$ cat src/rtl/mem_arbiter.sv
// -----------------------------------------------------------------------------
// mem_arbiter
//
// Shares one memory port between the instruction-fetch requester (IF) and the
// load/store requester (D). Only one transaction is outstanding at a time. When
// both requesters are active, the one that did not own the previous transaction
// wins. D requests are checked for misalignment. Transactions that get no
// response within TIMEOUT_CYCLES complete with an error.
//
// Ports
//   clk_i, reset_i           clock, asynchronous active-high reset
//   if_req_i / if_addr_i     fetch request (always a word read)
//   if_gnt_o                 one-cycle capture pulse for the fetch request
//   if_rvalid_o/rdata/err    fetch completion, data and error flag
//   d_req_i/we/addr/wdata/size  load/store request
//   d_gnt_o                  one-cycle capture pulse for the data request
//   d_rvalid_o/rdata/err     data completion (loads and stores), data, error
//   m_req/we/addr/wdata/size registered memory request
//   m_gnt_i, m_rvalid_i, m_rdata_i  memory accept, response and read data
//
// The grant pulses and completions are combinational. All m_* request outputs
// come straight from flops.
// -----------------------------------------------------------------------------
module mem_arbiter #(
   parameter int TIMEOUT_CYCLES = 255
) (
   input  logic        clk_i,
   input  logic        reset_i,
   // fetch requester
   input  logic        if_req_i,
   input  logic [31:0] if_addr_i,
   output logic        if_gnt_o,
   output logic        if_rvalid_o,
   output logic [31:0] if_rdata_o,
   output logic        if_err_o,
   // load/store requester
   input  logic        d_req_i,
   input  logic        d_we_i,
   input  logic [31:0] d_addr_i,
   input  logic [31:0] d_wdata_i,
   input  logic [1:0]  d_size_i,
   output logic        d_gnt_o,
   output logic        d_rvalid_o,
   output logic [31:0] d_rdata_o,
   output logic        d_err_o,
   // memory port
   output logic        m_req_o,
   output logic        m_we_o,
   output logic [31:0] m_addr_o,
   output logic [31:0] m_wdata_o,
   output logic [1:0]  m_size_o,
   input  logic        m_gnt_i,
   input  logic        m_rvalid_i,
   input  logic [31:0] m_rdata_i
);

   localparam int CW = $clog2(TIMEOUT_CYCLES + 1);

   // r_owner holds the owner of the current transaction; it keeps that value
   // after completion, so it also serves as the last owner for arbitration.
   localparam logic OWN_IF = 1'b0;
   localparam logic OWN_D  = 1'b1;

   typedef enum logic [1:0] {
      ST_IDLE = 2'd0,
      ST_REQ  = 2'd1,
      ST_RESP = 2'd2,
      ST_ERR  = 2'd3
   } state_t;

   // Size 3 is illegal. Halfwords need an even address and words need a
   // 4-byte aligned address.
   function automatic logic f_misaligned(input logic [1:0] size, input logic [1:0] addr_lo);
      logic bad;
      case (size)
         2'd0:    bad = 1'b0;
         2'd1:    bad = addr_lo[0];
         2'd2:    bad = (addr_lo != 2'b00);
         default: bad = 1'b1;
      endcase
      return bad;
   endfunction

   state_t         r_state;
   state_t         w_state_nxt;
   logic           r_owner;
   logic [CW-1:0]  r_cnt;
   logic [CW-1:0]  w_cnt_inc;
   logic           w_timeout;
   logic           w_d_bad;
   logic           w_grant_if;
   logic           w_grant_d;
   logic           w_done;
   logic           w_err;

   logic           r_m_req;
   logic           r_m_we;
   logic [31:0]    r_m_addr;
   logic [31:0]    r_m_wdata;
   logic [1:0]     r_m_size;

   assign w_d_bad   = f_misaligned(d_size_i, d_addr_i[1:0]);
   assign w_cnt_inc = r_cnt + CW'(1);
   // The timeout fires in the cycle whose increment would reach the limit,
   // i.e. on the TIMEOUT_CYCLES-th cycle after capture.
   assign w_timeout = ((r_state == ST_REQ) || (r_state == ST_RESP)) &&
                      (w_cnt_inc == CW'(TIMEOUT_CYCLES));

   // Arbitration, next-state and completion decode
   always_comb begin
      w_state_nxt = r_state;
      w_grant_if  = 1'b0;
      w_grant_d   = 1'b0;
      w_done      = 1'b0;
      w_err       = 1'b0;
      case (r_state)
         ST_IDLE: begin
            // Grants are suppressed while reset is held so every output is 0.
            if (reset_i) begin
               w_grant_if = 1'b0;
               w_grant_d  = 1'b0;
            end else if (if_req_i && d_req_i) begin
               if (r_owner == OWN_D) begin
                  w_grant_if = 1'b1;
               end else begin
                  w_grant_d = 1'b1;
               end
            end else if (if_req_i) begin
               w_grant_if = 1'b1;
            end else if (d_req_i) begin
               w_grant_d = 1'b1;
            end else begin
               w_grant_if = 1'b0;
               w_grant_d  = 1'b0;
            end

            if (w_grant_if) begin
               w_state_nxt = ST_REQ;
            end else if (w_grant_d) begin
               w_state_nxt = w_d_bad ? ST_ERR : ST_REQ;
            end else begin
               w_state_nxt = ST_IDLE;
            end
         end
         ST_REQ: begin
            if (w_timeout) begin
               w_done      = 1'b1;
               w_err       = 1'b1;
               w_state_nxt = ST_IDLE;
            end else if (m_gnt_i) begin
               w_state_nxt = ST_RESP;
            end else begin
               w_state_nxt = ST_REQ;
            end
         end
         ST_RESP: begin
            // The timeout takes precedence over a response in the same cycle.
            if (w_timeout) begin
               w_done      = 1'b1;
               w_err       = 1'b1;
               w_state_nxt = ST_IDLE;
            end else if (m_rvalid_i) begin
               w_done      = 1'b1;
               w_state_nxt = ST_IDLE;
            end else begin
               w_state_nxt = ST_RESP;
            end
         end
         ST_ERR: begin
            w_done      = 1'b1;
            w_err       = 1'b1;
            w_state_nxt = ST_IDLE;
         end
         default: begin
            w_state_nxt = ST_IDLE;
         end
      endcase
   end

   // State register
   always_ff @(posedge clk_i or posedge reset_i) begin
      if (reset_i) begin
         r_state <= ST_IDLE;
      end else begin
         r_state <= w_state_nxt;
      end
   end

   // Owner, timeout counter and registered memory request fields
   always_ff @(posedge clk_i or posedge reset_i) begin
      if (reset_i) begin
         r_owner   <= OWN_D;
         r_cnt     <= '0;
         r_m_req   <= 1'b0;
         r_m_we    <= 1'b0;
         r_m_addr  <= 32'h0000_0000;
         r_m_wdata <= 32'h0000_0000;
         r_m_size  <= 2'd0;
      end else if (w_grant_if) begin
         r_owner   <= OWN_IF;
         r_cnt     <= '0;
         r_m_req   <= 1'b1;
         r_m_we    <= 1'b0;
         r_m_addr  <= if_addr_i;
         r_m_wdata <= 32'h0000_0000;
         r_m_size  <= 2'd2;
      end else if (w_grant_d) begin
         r_owner   <= OWN_D;
         r_cnt     <= '0;
         // A misaligned request is captured but never reaches the memory.
         r_m_req   <= ~w_d_bad;
         r_m_we    <= d_we_i;
         r_m_addr  <= d_addr_i;
         r_m_wdata <= d_wdata_i;
         r_m_size  <= d_size_i;
      end else begin
         if ((r_state == ST_REQ) || (r_state == ST_RESP)) begin
            r_cnt <= w_cnt_inc;
         end
         if ((r_state == ST_REQ) && (m_gnt_i || w_timeout)) begin
            r_m_req <= 1'b0;
         end
      end
   end

   assign if_gnt_o    = w_grant_if;
   assign d_gnt_o     = w_grant_d;

   assign if_rvalid_o = w_done & (r_owner == OWN_IF);
   assign if_err_o    = w_done & w_err & (r_owner == OWN_IF);
   assign if_rdata_o  = (if_rvalid_o && !w_err) ? m_rdata_i : 32'h0000_0000;

   assign d_rvalid_o  = w_done & (r_owner == OWN_D);
   assign d_err_o     = w_done & w_err & (r_owner == OWN_D);
   assign d_rdata_o   = (d_rvalid_o && !w_err) ? m_rdata_i : 32'h0000_0000;

   assign m_req_o     = r_m_req;
   assign m_we_o      = r_m_we;
   assign m_addr_o    = r_m_addr;
   assign m_wdata_o   = r_m_wdata;
   assign m_size_o    = r_m_size;

endmodule

$ cat config.mk
export PLATFORM = sky130hd
export DESIGN_NAME = mem_arbiter
export DESIGN_NICKNAME = d
export VERILOG_FILES = /design/src/rtl/mem_arbiter.sv
export SDC_FILE = /design/constraint.sdc
export NUM_CORES = 1
export LEC_CHECK = 0
export CORE_ASPECT_RATIO = 0.9
export CORE_UTILIZATION = 33
export CTS_BUF_LIST = sky130_fd_sc_hd__clkbuf_8
export CTS_CLUSTER_DIAMETER = 200
export DETAILED_ROUTE_END_ITERATION = 16
export GPL_ROUTABILITY_DRIVEN = 0
export MAX_ROUTING_LAYER = met4
export PLACE_DENSITY = 0.81
export SYNTH_ARGS = -nofsm -noshare
export SYNTH_HDL_FRONTEND = slang
export SYNTH_SLANG_ARGS = --single-unit
$ cat constraint.sdc
create_clock -name clk_i -period 2.2 [get_ports clk_i]
set_input_delay 0.33 -clock clk_i [delete_from_list [all_inputs] [get_ports clk_i]]
set_output_delay 0.33 -clock clk_i [all_outputs]
set_load 0.01 [all_outputs]
Word-level counts from Yosys, hierarchy flattened
Index checks and enable logic that the tools add are counted.

word-level totals
  logic and storage cells = 82
  flip-flop bits (word level) = 79
  output and inout port bits = 138

cells by class
  equal/unequal tests = 6
  multiplexer cells = 45
  reduce and logical (&&, ||, !) cells = 15
  bitwise logic cells = 7
  add/sub/neg operators = 1

operator list
  cell                                                             count
  32-bit 2-to-1 mux                                                6
  8-bit 2-to-1 mux                                                 3
  1-bit 2-to-1 mux                                                 23
  2-bit 2-to-1 mux                                                 9
  8-bit by 1-bit adder with 8-bit output, second input constant    1
  8-bit == test, second input constant                             1
  2-bit one-hot mux with 4 select lines                            1
  2-bit == test, second input constant                             3
  1-bit one-hot mux with 3 select lines                            2
  3-bit nonzero test                                               2
  1-bit bitwise AND                                                5
  1-bit logical AND                                                5
  2-bit by 1-bit == test with 1-bit output, second input constant  2
  2-bit logical NOT                                                2
  2-bit nonzero test                                               2
  1-bit logical OR                                                 2
  1-bit inverter                                                   2
  1-bit one-hot mux with 2 select lines                            1
  2-bit OR reduction                                               1
  1-bit logical NOT                                                1

Logic depth before layout (Yosys ltp)
  word-level depth = 8
  gate-level depth with buffers = 9
  mapped depth without buffers = 7

Worst setup path before layout
OpenSTA, ideal clock, no wires.

  path type = input to register
  from = input reset_i
  to = register r_state[1]
  library setup time = 88 ps
  arrival = 2,329 ps
  cell stages on the path = 3
  slack = -217 ps
  path buffers = 0
  data required time = 2,112 ps
  path through = inv_1 > nand3_1 > o22ai_1

on the way
  cells in the longest elaborated chain, start to end = 5
  elaborated cells on any way between the ends = 7

RTL lines
  item                                       RTL line  text
  start: declaration                         28        input logic reset_i,
  1-bit 2-to-1 mux                           119       if (reset_i) begin
  1-bit 2-to-1 mux                           116       case (r_state)
  2-bit 2-to-1 mux                           139       end else if (w_grant_d) begin
  2-bit 2-to-1 mux (*)                       137       if (w_grant_if) begin
  2-bit one-hot mux with 4 select lines (*)  116
  net w_state_nxt[1]                         85        state_t w_state_nxt;
  end signal: assignment                     185       r_state <= w_state_nxt;
  end: declaration                           84        state_t r_state;

Mark *: on every way through the listed nets, which the timed path passes. The rest lies on a longest branch. The select of a mux whose other input is x is not followed.
A chain may end at the register's enable or synchronous reset.

Worst setup path in the final report
  from = register r_cnt[0]
  to = output if_rdata_o[6]

on the way
  cells in the longest elaborated chain, start to end = 8
  elaborated cells on any way between the ends = 11

RTL lines
  item                                                                                                   RTL line  text
  start: declaration                                                                                     87        logic [CW-1:0] r_cnt;
  start signal: assignment                                                                               218       r_cnt <= w_cnt_inc;
  8-bit by 1-bit adder with 8-bit output (*)                                                             103       assign w_cnt_inc = r_cnt + CW'(1);
  8-bit == test (*)                                                                                      107       (w_cnt_inc == CW'(TIMEOUT_CYCLES));
  1-bit logical AND (*)                                                                                  106       assign w_timeout = ((r_state == ST_REQ) || (r_state == ST_RESP)) &&
  1-bit 2-to-1 mux, on equally long branches                                                             158, 146
  1-bit one-hot mux with 3 select lines / 1-bit one-hot mux with 2 select lines (equally long branches)  116
  1-bit bitwise AND / 1-bit logical NOT (equally long branches)                                          229, 231
  1-bit logical AND (*)                                                                                  231       assign if_rdata_o = (if_rvalid_o && !w_err) ? m_rdata_i : 32'h0000_0000;
  32-bit 2-to-1 mux (*)                                                                                  231
  end: declaration                                                                                       34        output logic [31:0] if_rdata_o,

Every way passes the cells marked *; elsewhere a longest branch is shown, timed or not.

==> results <==
==> registers in the layout, summed over array words and instances, names as in the netlist <==
name / count
m_req_o: 1
m_addr_o: 32
r_owner: 1
r_cnt: 8
m_wdata_o: 32
m_we_o: 1
m_size_o: 2
r_state: 2
==> final cells by class <==
cell class	count	area share
diodes	1	0.000312
clock buffers	13	0.0223
clock inverters	3	0.00203
inverters	12	0.00609
multi-input cells	310	0.282
flip-flops and latches	79	0.247
well taps	160	0.0250
repair buffers	343	0.415
==> worst max-delay path, stage by stage (launching register included) <==
cell                       delay, ps
sky130_fd_sc_hd__dfrtp_2         430
sky130_fd_sc_hd__inv_2            50
sky130_fd_sc_hd__ha_2            200
sky130_fd_sc_hd__nand2_4         100
sky130_fd_sc_hd__nor4_4           50
sky130_fd_sc_hd__buf_12          140
sky130_fd_sc_hd__buf_6           110
sky130_fd_sc_hd__a211oi_4        300
sky130_fd_sc_hd__buf_12          160
sky130_fd_sc_hd__buf_6           110
sky130_fd_sc_hd__and3_4          190
sky130_fd_sc_hd__buf_6           100
==> routing by layer <==
layer  global-route usage  share of wire
met3               0.0487          0.061
met5                    -              0
met1                0.266           0.38
met2                0.423           0.51
met4                0.133          0.041
==> synth_stat cells, types with 3 or more instances <==
cell                       instances  share of area
sky130_fd_sc_hd__xnor2_1           5          0.011
sky130_fd_sc_hd__buf_4             3         0.0055
sky130_fd_sc_hd__nor2_1           45          0.041
sky130_fd_sc_hd__nand2_1          70          0.064
sky130_fd_sc_hd__nand3_1           5         0.0061
sky130_fd_sc_hd__dfrtp_1          78           0.48
sky130_fd_sc_hd__buf_2             9          0.011
sky130_fd_sc_hd__o22ai_1           3         0.0046
sky130_fd_sc_hd__nand2b_1          3         0.0046
sky130_fd_sc_hd__and3_1           65          0.099
sky130_fd_sc_hd__buf_1             5         0.0046
sky130_fd_sc_hd__a31oi_1          31          0.047
sky130_fd_sc_hd__buf_6             6          0.016
sky130_fd_sc_hd__a21oi_1           3         0.0037
sky130_fd_sc_hd__a211oi_1          7          0.013
sky130_fd_sc_hd__inv_1            11          0.010
sky130_fd_sc_hd__ha_1              7          0.021
sky130_fd_sc_hd__a22o_1           34          0.073
sky130_fd_sc_hd__clkbuf_1         13          0.012
==> repair_timing <==
item | 4_1_cts | 5_1_grt
resized for setup | 385 | 27
pin swaps | 35 | 11
gates cloned | 3 | 1
buffers inserted | 27 | 5
setup endpoints to repair | 70 | 68
hold endpoints to repair | 0 | 0
==> kinds of logic after synthesis <==
| logic type | share of synthesized area |
|---|---|
| AO/OA/AOI/OAI | 0.177 |
| XOR/XNOR | 0.0149 |
| adder cells (fa/ha/maj) | 0.0213 |
| buffers and inverters | 0.0604 |
| flip-flops | 0.482 |
| AND/OR/NAND/NOR | 0.244 |
==> through the flow <==
| stage | TNS [ps] | utilization | cells | setup slack (ps) | instance area [sq um] |
|---|---|---|---|---|---|
| detailed placement | -41330 | 0.595 | 873 | -688 | 7190 |
| floorplan | -9.49 | - | 435 | -4.74 | 4110 |
| global placement | -35700 | 0.595 | 873 | -640 | 7190 |
| global route | -26610 | 0.663 | 921 | -498 | 8010 |
| CTS | -18840 | 0.653 | 918 | -376 | 7880 |
| finish | -21750 | 0.663 | 921 | -415 | 8010 |
==> worst paths after layout <==
kind / start / to / slack [ps] / cells after the start
max: r_cnt[0] / if_rdata_o[6] / -420 / 11
min: m_size_o[1] / m_size_o[1] / 500 / 1
max reg2reg: r_owner / r_cnt[5] / 190 / 7
min reg2reg: m_size_o[1] / m_size_o[1] / 500 / 1
max in group asynchronous: reset_i / r_cnt[1] / 1160 / 4
min in group asynchronous: reset_i / m_wdata_o[23] / 630 / 4
==> power breakdown <==
part           internal [mW]  switching (mW)  total, mW
clock network          0.528           0.504       1.03
registers               2.07           0.407       2.48
logic                   2.17            1.65       3.82
total                   4.77            2.56       7.33
==> summary.md <==
• status: finished, violations left
• violated checks: setup timing
• synthesized instance count: 435
• number of nets in the layout: 899
• power per cell area: 915 nW/um^2
• filler instances: 923
• number of DRC violations after detailed-routing iteration 0: 226
• Pleak: 3.67 nW
• most frequent cells in the layout: sky130_fd_sc_hd__clkdlybuf4s50_1, sky130_fd_sc_hd__dfrtp_1, sky130_fd_sc_hd__nand2_1
• final clock period utilization by the worst path: 1.19
• Tightest Pin Transition: 523 ps
• total wirelength of the detailed-routed design: 16.3 mm
• post-detailed-route wirelength per cell: 17.7 um
• kind of critical path: flop to output pin
• fraction of layout cells with a size suffix above 1: 0.303
• overall power of the completed layout: 7.33 mW
• via count: 4698
• clock sink count: 79
• element type at the critical path start: flop
• worst hold path type: flop to flop
• number of remaining DRC errors: 0
• RSZ-0062 raised after global routing: yes
• number of distinct standard cells referenced by the synthesized netlist: 45
• predominant post-synthesis flop cell: sky130_fd_sc_hd__dfrtp_1
• share of synthesized registers carrying an async set or reset: 1.00
• core outline area: 12100 sq um
• Required @ worst endpoint: 1870 ps
• Post-Syn Nets: 579
• Inserted Clock Buffers: 9
• top-level I/O count: 275
• largest vdd supply drop: 0.000544 V
• FP Rows: 38
• highest fanout seen on the critical path: 5
• port buffer count: 274
• data arrival time of the critical path: 2290 ps
• wire length of the first global-routing pass: 24.0 mm
• Tmin final: 2620 ps
• routed via count divided by cell count: 5.10
• endpoint type of the worst setup path: output pin
• post-synthesis cell area: 4100 sq um
• count of endpoints failing setup in the final report: 68
• post-CTS clock slew at the launch and capture registers of the worst setup and hold paths: 80 ps
• buffers from clock root to sink, at most: 2
• skew final: 5.24 ps
• Max Cap Violations: 0
• via count of the first global-routing pass: 4788
• Congestion Overflow GR: 0
• HPWL reported at the end of detailed placement: 10.7 mm
• smallest setup slack after layout: -415 ps
• TritonCTS clock tree: done
• synth-to-layout area growth: 95.3%
• multi-input logic area: 2260 sq um
• Synthesis Warnings: 0
• footprint of the flip-flops and latches: 1980 sq um
• horizontal extent of the die: 120 um
• WHS: 496 ps
• Clock Latency Late Sink: 340 ps
• residual antenna-violating net count after detailed routing: 0
• most common cell after layout, fill and taps aside: sky130_fd_sc_hd__clkdlybuf4s50_1
• Tot GR Track Use: 0.245
• maximum level of the CTS H-tree: 3
• Die Area: 12900 sq um
• Post-synth EDFFs: 0
• Max transition margin: 0.652
• fin. max-slew vios: 0
• Synth Register Bits: 79
• total count of hold-check failures in the final report: 0
• largest net degree at the start of global routing: 70
• Max Fclk: 382 MHz
• number of antenna violations at the first check in global routing: 1
• number of hold buffers added after cts: 0
• number of iterations in the first detailed-routing pass: 5
• part of the Yosys area used for sequential elements: 0.482
• clock tree root buffer cell: sky130_fd_sc_hd__clkbuf_8
• vertical extent of the die: 108 um
• Starting Density: 0.340
• mean area per synthesized cell: 9.43 sq um
Power figures use the tool's default switching activity.
